## config.mk

```make
export PLATFORM = sky130hd
export DESIGN_NAME = sync_fifo_fwft
export DESIGN_NICKNAME = d
export VERILOG_FILES = /design/src/rtl/sync_fifo_fwft.sv
export SDC_FILE = /design/constraint.sdc
export NUM_CORES = 1
export LEC_CHECK = 0
export BUFFER_PORTS_ARGS = -buffer_cell sky130_fd_sc_hd__buf_2
export CORE_ASPECT_RATIO = 1.25
export CORE_MARGIN = 3
export CORE_UTILIZATION = 38
export CTS_CLUSTER_DIAMETER = 60
export DETAILED_ROUTE_END_ITERATION = 6
export GPL_TIMING_DRIVEN = 0
export PLACE_DENSITY_LB_ADDON = 0.1
export RECOVER_POWER = 100
export SLEW_MARGIN = 20
export SYNTH_ARGS = -nofsm -noshare
export SYNTH_HDL_FRONTEND = slang
export SYNTH_SLANG_ARGS = --single-unit
```

## constraint.sdc

```tcl
create_clock -name clk -period 4.65 [get_ports clk]
set_input_delay 0.93 -clock clk [delete_from_list [all_inputs] [get_ports clk]]
set_output_delay 0.93 -clock clk [all_outputs]
set_load 0.005 [all_outputs]
```

## src/rtl/sync_fifo_fwft.sv

```systemverilog
// Single-clock FIFO with standard or first-word-fall-through read, occupancy
// count, programmable almost flags and sticky overflow/underflow.
module sync_fifo_fwft #(
  parameter int DATA_WIDTH = 8,
  parameter int DEPTH      = 16,
  parameter int FWFT       = 0,
  parameter int AF_THRESH  = DEPTH - 2,
  parameter int AE_THRESH  = 2
) (
  input  logic                    clk,
  input  logic                    rst,
  input  logic                    wr_en,
  input  logic [DATA_WIDTH-1:0]   din,
  input  logic                    rd_en,
  input  logic                    clr_err,
  output logic [DATA_WIDTH-1:0]   dout,
  output logic                    full,
  output logic                    empty,
  output logic                    almost_full,
  output logic                    almost_empty,
  output logic [$clog2(DEPTH):0]  count,
  output logic                    overflow,
  output logic                    underflow
);

  localparam int AW = $clog2(DEPTH);
  localparam int CW = AW + 1;

  logic [DATA_WIDTH-1:0] mem [DEPTH];
  logic [AW:0]           wr_ptr, rd_ptr, rd_ptr_nxt;
  logic                  rd_ok, wr_ok;

  // Extra pointer MSB separates full from empty, so count is a plain difference.
  assign count        = wr_ptr - rd_ptr;
  assign full         = (count == CW'(DEPTH));
  assign almost_full  = (count >= CW'(AF_THRESH));
  assign almost_empty = (count <= CW'(AE_THRESH));
  assign rd_ok        = rd_en && !empty;
  assign wr_ok        = wr_en && (!full || rd_ok);
  assign rd_ptr_nxt   = rd_ptr + CW'(rd_ok);

  always_ff @(posedge clk) begin
    if (rst) begin
      wr_ptr <= '0;
      rd_ptr <= '0;
    end else begin
      if (wr_ok) wr_ptr <= wr_ptr + CW'(1);
      rd_ptr <= rd_ptr_nxt;
    end
  end

  always_ff @(posedge clk) begin
    if (wr_ok && !rst) mem[wr_ptr[AW-1:0]] <= din;
  end

  always_ff @(posedge clk) begin
    if (rst) begin
      overflow  <= 1'b0;
      underflow <= 1'b0;
    end else begin
      if (wr_en && !wr_ok) overflow <= 1'b1;
      else if (clr_err)    overflow <= 1'b0;
      if (rd_en && !rd_ok) underflow <= 1'b1;
      else if (clr_err)    underflow <= 1'b0;
    end
  end

  generate
    if (FWFT != 0) begin : g_fwft
      logic        vis;
      logic [AW:0] held;
      // Words already stored before this edge that survive the read; only those
      // may be staged, which gives the one-cycle write-to-visible latency.
      assign held  = count - CW'(rd_ok);
      assign empty = !vis;

      always_ff @(posedge clk) begin
        if (rst) begin
          vis  <= 1'b0;
          dout <= '0;
        end else begin
          vis <= (held != '0);
          if (held != '0) dout <= mem[rd_ptr_nxt[AW-1:0]];
        end
      end
    end else begin : g_std
      assign empty = (count == '0);

      always_ff @(posedge clk) begin
        if (rst)        dout <= '0;
        else if (rd_ok) dout <= mem[rd_ptr[AW-1:0]];
      end
    end
  endgenerate

endmodule
```

==> reports/qor.yml, run 1 <==
sta:
  max_slew_margin_pct: 44.8
  worst_slack_ps: 398
  slew_violations: 0
  finalWorstPathRequiredPeriod_ps: 4250
  layout_worst_path_cycle_share_pct: 91.4
  tightestPinTransition_ps: 828
  setup_tns_ps: 0
  finClkSkew_ps: 10.0
  rsz0062_at_grt: "false"
  max_freq_mhz: 235
  finalHoldViolCount: 0
  whs_ps: 501
  setup_viol: 0
placement:
  gp_congestion: 0.814
  place_inst: 617
  dp_hpwl_mm: 10.2
  place_area_um2: 6780
  post-place-ws_ps: 749
  io_buffers: 30
floorplanning:
  rows: 51
  io_pins: 32
  start_util_pct: 39.5
  core_um2: 15800
  die-area_um2: 18000
  die_h_um: 149
  die_w_um: 121
synth:
  syn_area_per_cell_um2: 16.8
  syn_nets: 394
  yosys-top-cells-area: "edfxtp_1 (61%), mux4_2 (12%), dfxtp_1 (6.4%), ha_1 (1.8%), nor3b_1 (1.3%)"
  synth.top_cell.area_share_pct: 61.5
  synth_largest_area_cell: "edfxtp_1"
  seq_area_frac_synth_pct: 67.9
  syn_inst: 371
  synth_cell_types: 53
  synthTopCellsByCount: "edfxtp_1 (128), mux4_2 (32), dfxtp_1 (20), nor3_1 (16), nor2_1 (15)"
  synth_edf_count: 128
  synth_area_um2: 6250
  ys_ff_latch: 148
  yosysWarnings: 0
  post-synth-top-count-cell: "edfxtp_1"
  synthFlopType: "edfxtp_1"
  synthArstFlopShare_pct: 0
finish:
  utilization_pct: 46.3
  stdcell_count: 649
  area_growth_pct: 17.2
  layout-drive-gt1-share_pct: 24.0
  n_antenna_cell: 0
  nNetsFinal: 447
  stdcell_area_um2: 7330
detailed_routing:
  route.met2.wl_mm: 7.69
  met3_length_um: 593
  via_per_inst: 5.45
  drc: 0
  wl_met1_mm: 6.06
  num_vias: 3538
  dr.first_iter.drc_count: 274
  top_layer_used: "met4"
  wl_per_cell_um: 22.6
  dr.pass1.iters: 4
  wl_mm: 14.7
  antenna_left: 0
global_route:
  antenna_found_initial: 0
  grt_util_all_layers_pct: 17.2
  first_global_vias: 3642
  grt_max_degree: 17
  grt_pass1_wl_mm: 22.1
  grt_overflow: 0
critical_path:
  cp-start-kind: "flop"
  worstPathArrival_ps: 3320
  worstPathMaxFanout: 10
  crit_required_ps: 3720
  path_class: "reg -> out"
  r2r_slack_ps: 460
  end_kind: "primary output"
cts:
  cts.clk_slew.worst_paths_ps: 60
  h-tree-depth: 4
  hold_buffers: 0
  root_buffer: "clkbuf_16"
  post_cts.repair.setup_buffers: 0
  clk_latency_ps: 420
  cts_tree: "yes"
  cts_inserted_buffers: 17
  postCtsResizedCells: 0
  numClockSinks: 148
  cts_max_path_buffers: 2
min_path:
  holdCritPathClass: "reg -> reg"
power:
  power.leakage_nw: 2.35
  power_mw: 4.23
  power_density_nw_per_um2: 578
  ir_drop_mv: 0.276
status:
  status: "complete, no violations"
run:
  maxCapViolCount: 0
[layer usage]
metal	vias up	track usage, %
met1	1812	21.2
met4	0	5.73
met3	22	3.95
li1	1623	-
met5	-	0
met2	81	29.9
[worst paths after layout]
kind                            startpoint         to  cells past startpoint
worst min-delay path             underflow  underflow                      2
worst min register to register   underflow  underflow                      2
worst max register to register   rd_ptr[1]  mem[6][7]                     10
worst max-delay path             rd_ptr[1]       full                      9
[report_power, final]
group	switching [mW]	internal [mW]
Sequential	0.0511	1.53
Clock	0.526	0.871
Combinational	0.735	0.525
[final cells by class]
type | instances | area, µm²
clock inverter | 8 | 52.6
inverter | 12 | 45.0
multi-input combinational | 188 | 1890
buffer | 23 | 104
timing repair buffer | 34 | 149
fill | 1456 | 8500
clock buffer | 24 | 578
tap | 212 | 265
sequential | 148 | 4240
[cells in the final DEF, fill, tap and decap left out, types with 3 or more instances in the layout]
master / count
o211ai_1: 3
dfxtp_1: 20
xor2_1: 4
nor4_2: 4
nand3b_1: 3
edfxtp_1: 128
a31oi_1: 4
a41oi_1: 8
o21ai_0: 8
clkbuf_16: 22
nand2_1: 9
buf_4: 3
nor3b_1: 11
mux4_2: 32
inv_1: 11
clkinv_2: 4
nand2b_1: 4
nand3_1: 8
a21oi_1: 4
clkbuf_1: 35
nor3_2: 12
nor3_1: 4
a22o_1: 8
buf_2: 14
ha_1: 9
nor2_1: 16
a221oi_1: 8
[critical path: stages (launching register included)]
cell and delay, ps:
dfxtp_1 400, clkbuf_1 400, clkbuf_1 560, inv_1 100
ha_1 290, nand3b_1 130, nor4b_1 320, nor2_1 220
nor2_2 300, buf_2 180
[flip-flops by register name (all words and copies together), names as in the netlist]
register and count:
dout 8, mem 128, wr_ptr 5, underflow 1
rd_ptr 5, overflow 1
[logic make-up (layout without fill, tap and decap cells)]
group / count (synthesis) / after routing / share of synthesized area [%]
AO/OA/AOI/OAI: 56 / 56 / 7.01
XOR/XNOR: 6 / 6 / 1.08
adder cells (fa/ha/maj): 10 / 10 / 2.12
buffers and inverters: 35 / 101 / 2.60
flip-flops: 148 / 148 / 67.9
multiplexers: 34 / 34 / 11.9
AND/OR/NAND/NOR: 82 / 82 / 7.41
(Power assumes the default switching activity.)
==> run 2: changes to the inputs <==
- CELL_PAD_IN_SITES_DETAIL_PLACEMENT: default -> 0
- CELL_PAD_IN_SITES_GLOBAL_PLACEMENT: default -> 1
- PLACE_DENSITY: default -> 0.7
- PLACE_DENSITY_LB_ADDON: 0.1 -> default
==> reports/qor.yml, run 2 (same netlist as run 1, synthesis figures left out) <==
placement:
  dp_hpwl_mm: 9.73  # was 10.2 mm
  place_inst: 617  # unchanged
  gp_congestion: 0.813  # was 0.814
  io_buffers: 30  # unchanged
critical_path:
  worstPathArrival_ps: 3260  # was 3320 ps
  path_class: "reg -> out"  # unchanged
  r2r_slack_ps: 560  # was 460 ps
  crit_required_ps: 3720  # about the same
  cp-startpoint: "rd_ptr[1]"  # unchanged
  cp-start-kind: "flop"  # unchanged
  rr_worst_depth: 10  # unchanged
  critPathCapture: "full"  # unchanged
  end_kind: "primary output"  # unchanged
  worstReg2RegStart: "rd_ptr[1]"  # unchanged
  r2r_end: "mem[8][0]"  # was mem[6][7]
  worstPathMaxFanout: 10  # unchanged
run:
  maxCapViolCount: 0  # unchanged
cts:
  hold_buffers: 0  # unchanged
  cts_inserted_buffers: 17  # unchanged
  cts_max_path_buffers: 2  # unchanged
  numClockSinks: 148  # unchanged
  cts_tree: "yes"  # unchanged
  cts.clk_slew.worst_paths_ps: 60  # about the same
  post_cts.repair.setup_buffers: 0  # unchanged
  clk_latency_ps: 420  # about the same
  h-tree-depth: 4  # unchanged
  postCtsResizedCells: 0  # unchanged
  root_buffer: "clkbuf_16"  # unchanged
detailed_routing:
  dr.pass1.iters: 5  # was 4
  dr.first_iter.drc_count: 366  # was 274
  num_vias: 3582  # was 3538
  drc: 0  # unchanged
  wl_mm: 14.1  # was 14.7 mm
  wl_per_cell_um: 21.7  # was 22.6 µm
  antenna_left: 0  # unchanged
  via_per_inst: 5.52  # was 5.45
min_path:
  hold_depth: 2  # unchanged
  holdCritPathClass: "reg -> reg"  # unchanged
sta:
  layout_worst_path_cycle_share_pct: 90.1  # was 91.4%
  setup_viol: 0  # unchanged
  finClkSkew_ps: 10.3  # was 10.0 ps
  tightestPinTransition_ps: 1240  # was 828 ps
  finalHoldViolCount: 0  # unchanged
  rsz0062_at_grt: "false"  # unchanged
  max_slew_margin_pct: 16.8  # was 44.8%
  finalWorstPathRequiredPeriod_ps: 4190  # was 4250 ps
  max_freq_mhz: 239  # was 235 MHz
  setup_tns_ps: 0  # unchanged
  slew_violations: 0  # unchanged
finish:
  final_cell_mix: "edfxtp_1 (128), clkbuf_1 (33), mux4_2 (32)"  # was edfxtp_1 (128), clkbuf_1 (35), mux4_2 (32)
  n_antenna_cell: 0  # unchanged
  utilization_pct: 45.9  # was 46.3%
  final_common_cell: "edfxtp_1"  # unchanged
  nNetsFinal: 447  # unchanged
  stdcell_count: 649  # unchanged
  layout-drive-gt1-share_pct: 22.0  # was 24.0%
  largest_reg_flops: 128  # unchanged
  area_growth_pct: 16.2  # was 17.2%
floorplanning:
  die-area_um2: 18000  # unchanged
  die_h_um: 149  # unchanged
  io_pins: 32  # unchanged
  rows: 51  # unchanged
  core_um2: 15800  # unchanged
  die_w_um: 121  # unchanged
  start_util_pct: 39.5  # unchanged
status:
  status: "complete, no violations"  # unchanged
power:
  ir_drop_mv: 0.246  # was 0.276 mV
  power.leakage_nw: 2.32  # was 2.35 nW
  power_mw: 4.21  # was 4.23 mW
  power_density_nw_per_um2: 580  # was 578 nW/µm²
global_route:
  antenna_found_initial: 0  # unchanged
  grt_util_all_layers_pct: 16.5  # was 17.2%
  grt_pass1_wl_mm: 21.7  # was 22.1 mm
  first_global_vias: 3605  # was 3642
  grt_max_degree: 17  # unchanged
  grt_overflow: 0  # unchanged
-- run 2: changes by cell type in the layout (fill, tap and decap cells not counted), moves of 3 or more --
cell	delta
nor3_2	-5
bufinv_16	+3
clkinv_2	-4
inv_6	+3
clkinvlp_4	+5
nor4_2	-4
nor3_1	+5
clkbuf_16	-5
nor4_1	+4
-- run 2: layout make-up --
class,instances,area (µm²)
inverters,12,45.0
multi-input cells,188,1840
repair buffers,34,150
fillers,1437,8560
well taps,212,265
flip-flops and latches,148,4240
plain buffers,23,111
clock inverters,15,179
clock buffers,17,425
-- run 2: per-layer routing --
layer | GRT usage (%) | share of wire [%]
met1 | 21.2 | 41
met2 | 27.4 | 50
met3 | 3.60 | 6.0
met4 | 6.41 | 2.2
met5 | 0 | 0
-- run 2: stage by stage --
step	instance area [µm²]	hold slack, ps	setup slack, ps
finish	7260	508	461
global route	7260	549	104
CTS	7390	507	444
detailed placement	6780	487	822
global placement	6670	473	250
floorplan	6250	476	1370
-- run 2: worst min-delay path by stage --
stage          startpoint        end  slack [ps]
2_1_floorplan   underflow  underflow         480
4_1_cts          overflow   overflow         510
3_3_place_gp    underflow  underflow         470
6_report        underflow  underflow         510
5_1_grt          overflow   overflow         550
3_5_place_dp     overflow   overflow         490
-- run 2: critical path, stage by stage, from the launching register on --
cell and delay, ps:
dfxtp_1 380, clkbuf_1 400, clkbuf_1 540, inv_1 110, ha_1 220, a21o_1 160
nor4b_1 350, nor2_1 200, nor2_2 290, buf_2 180
-- run 2: report_power, final --
part / internal (mW) / switching (mW)
clock: 0.847 / 0.551
sequential: 1.53 / 0.0488
combinational: 0.526 / 0.714
total: 2.90 / 1.31
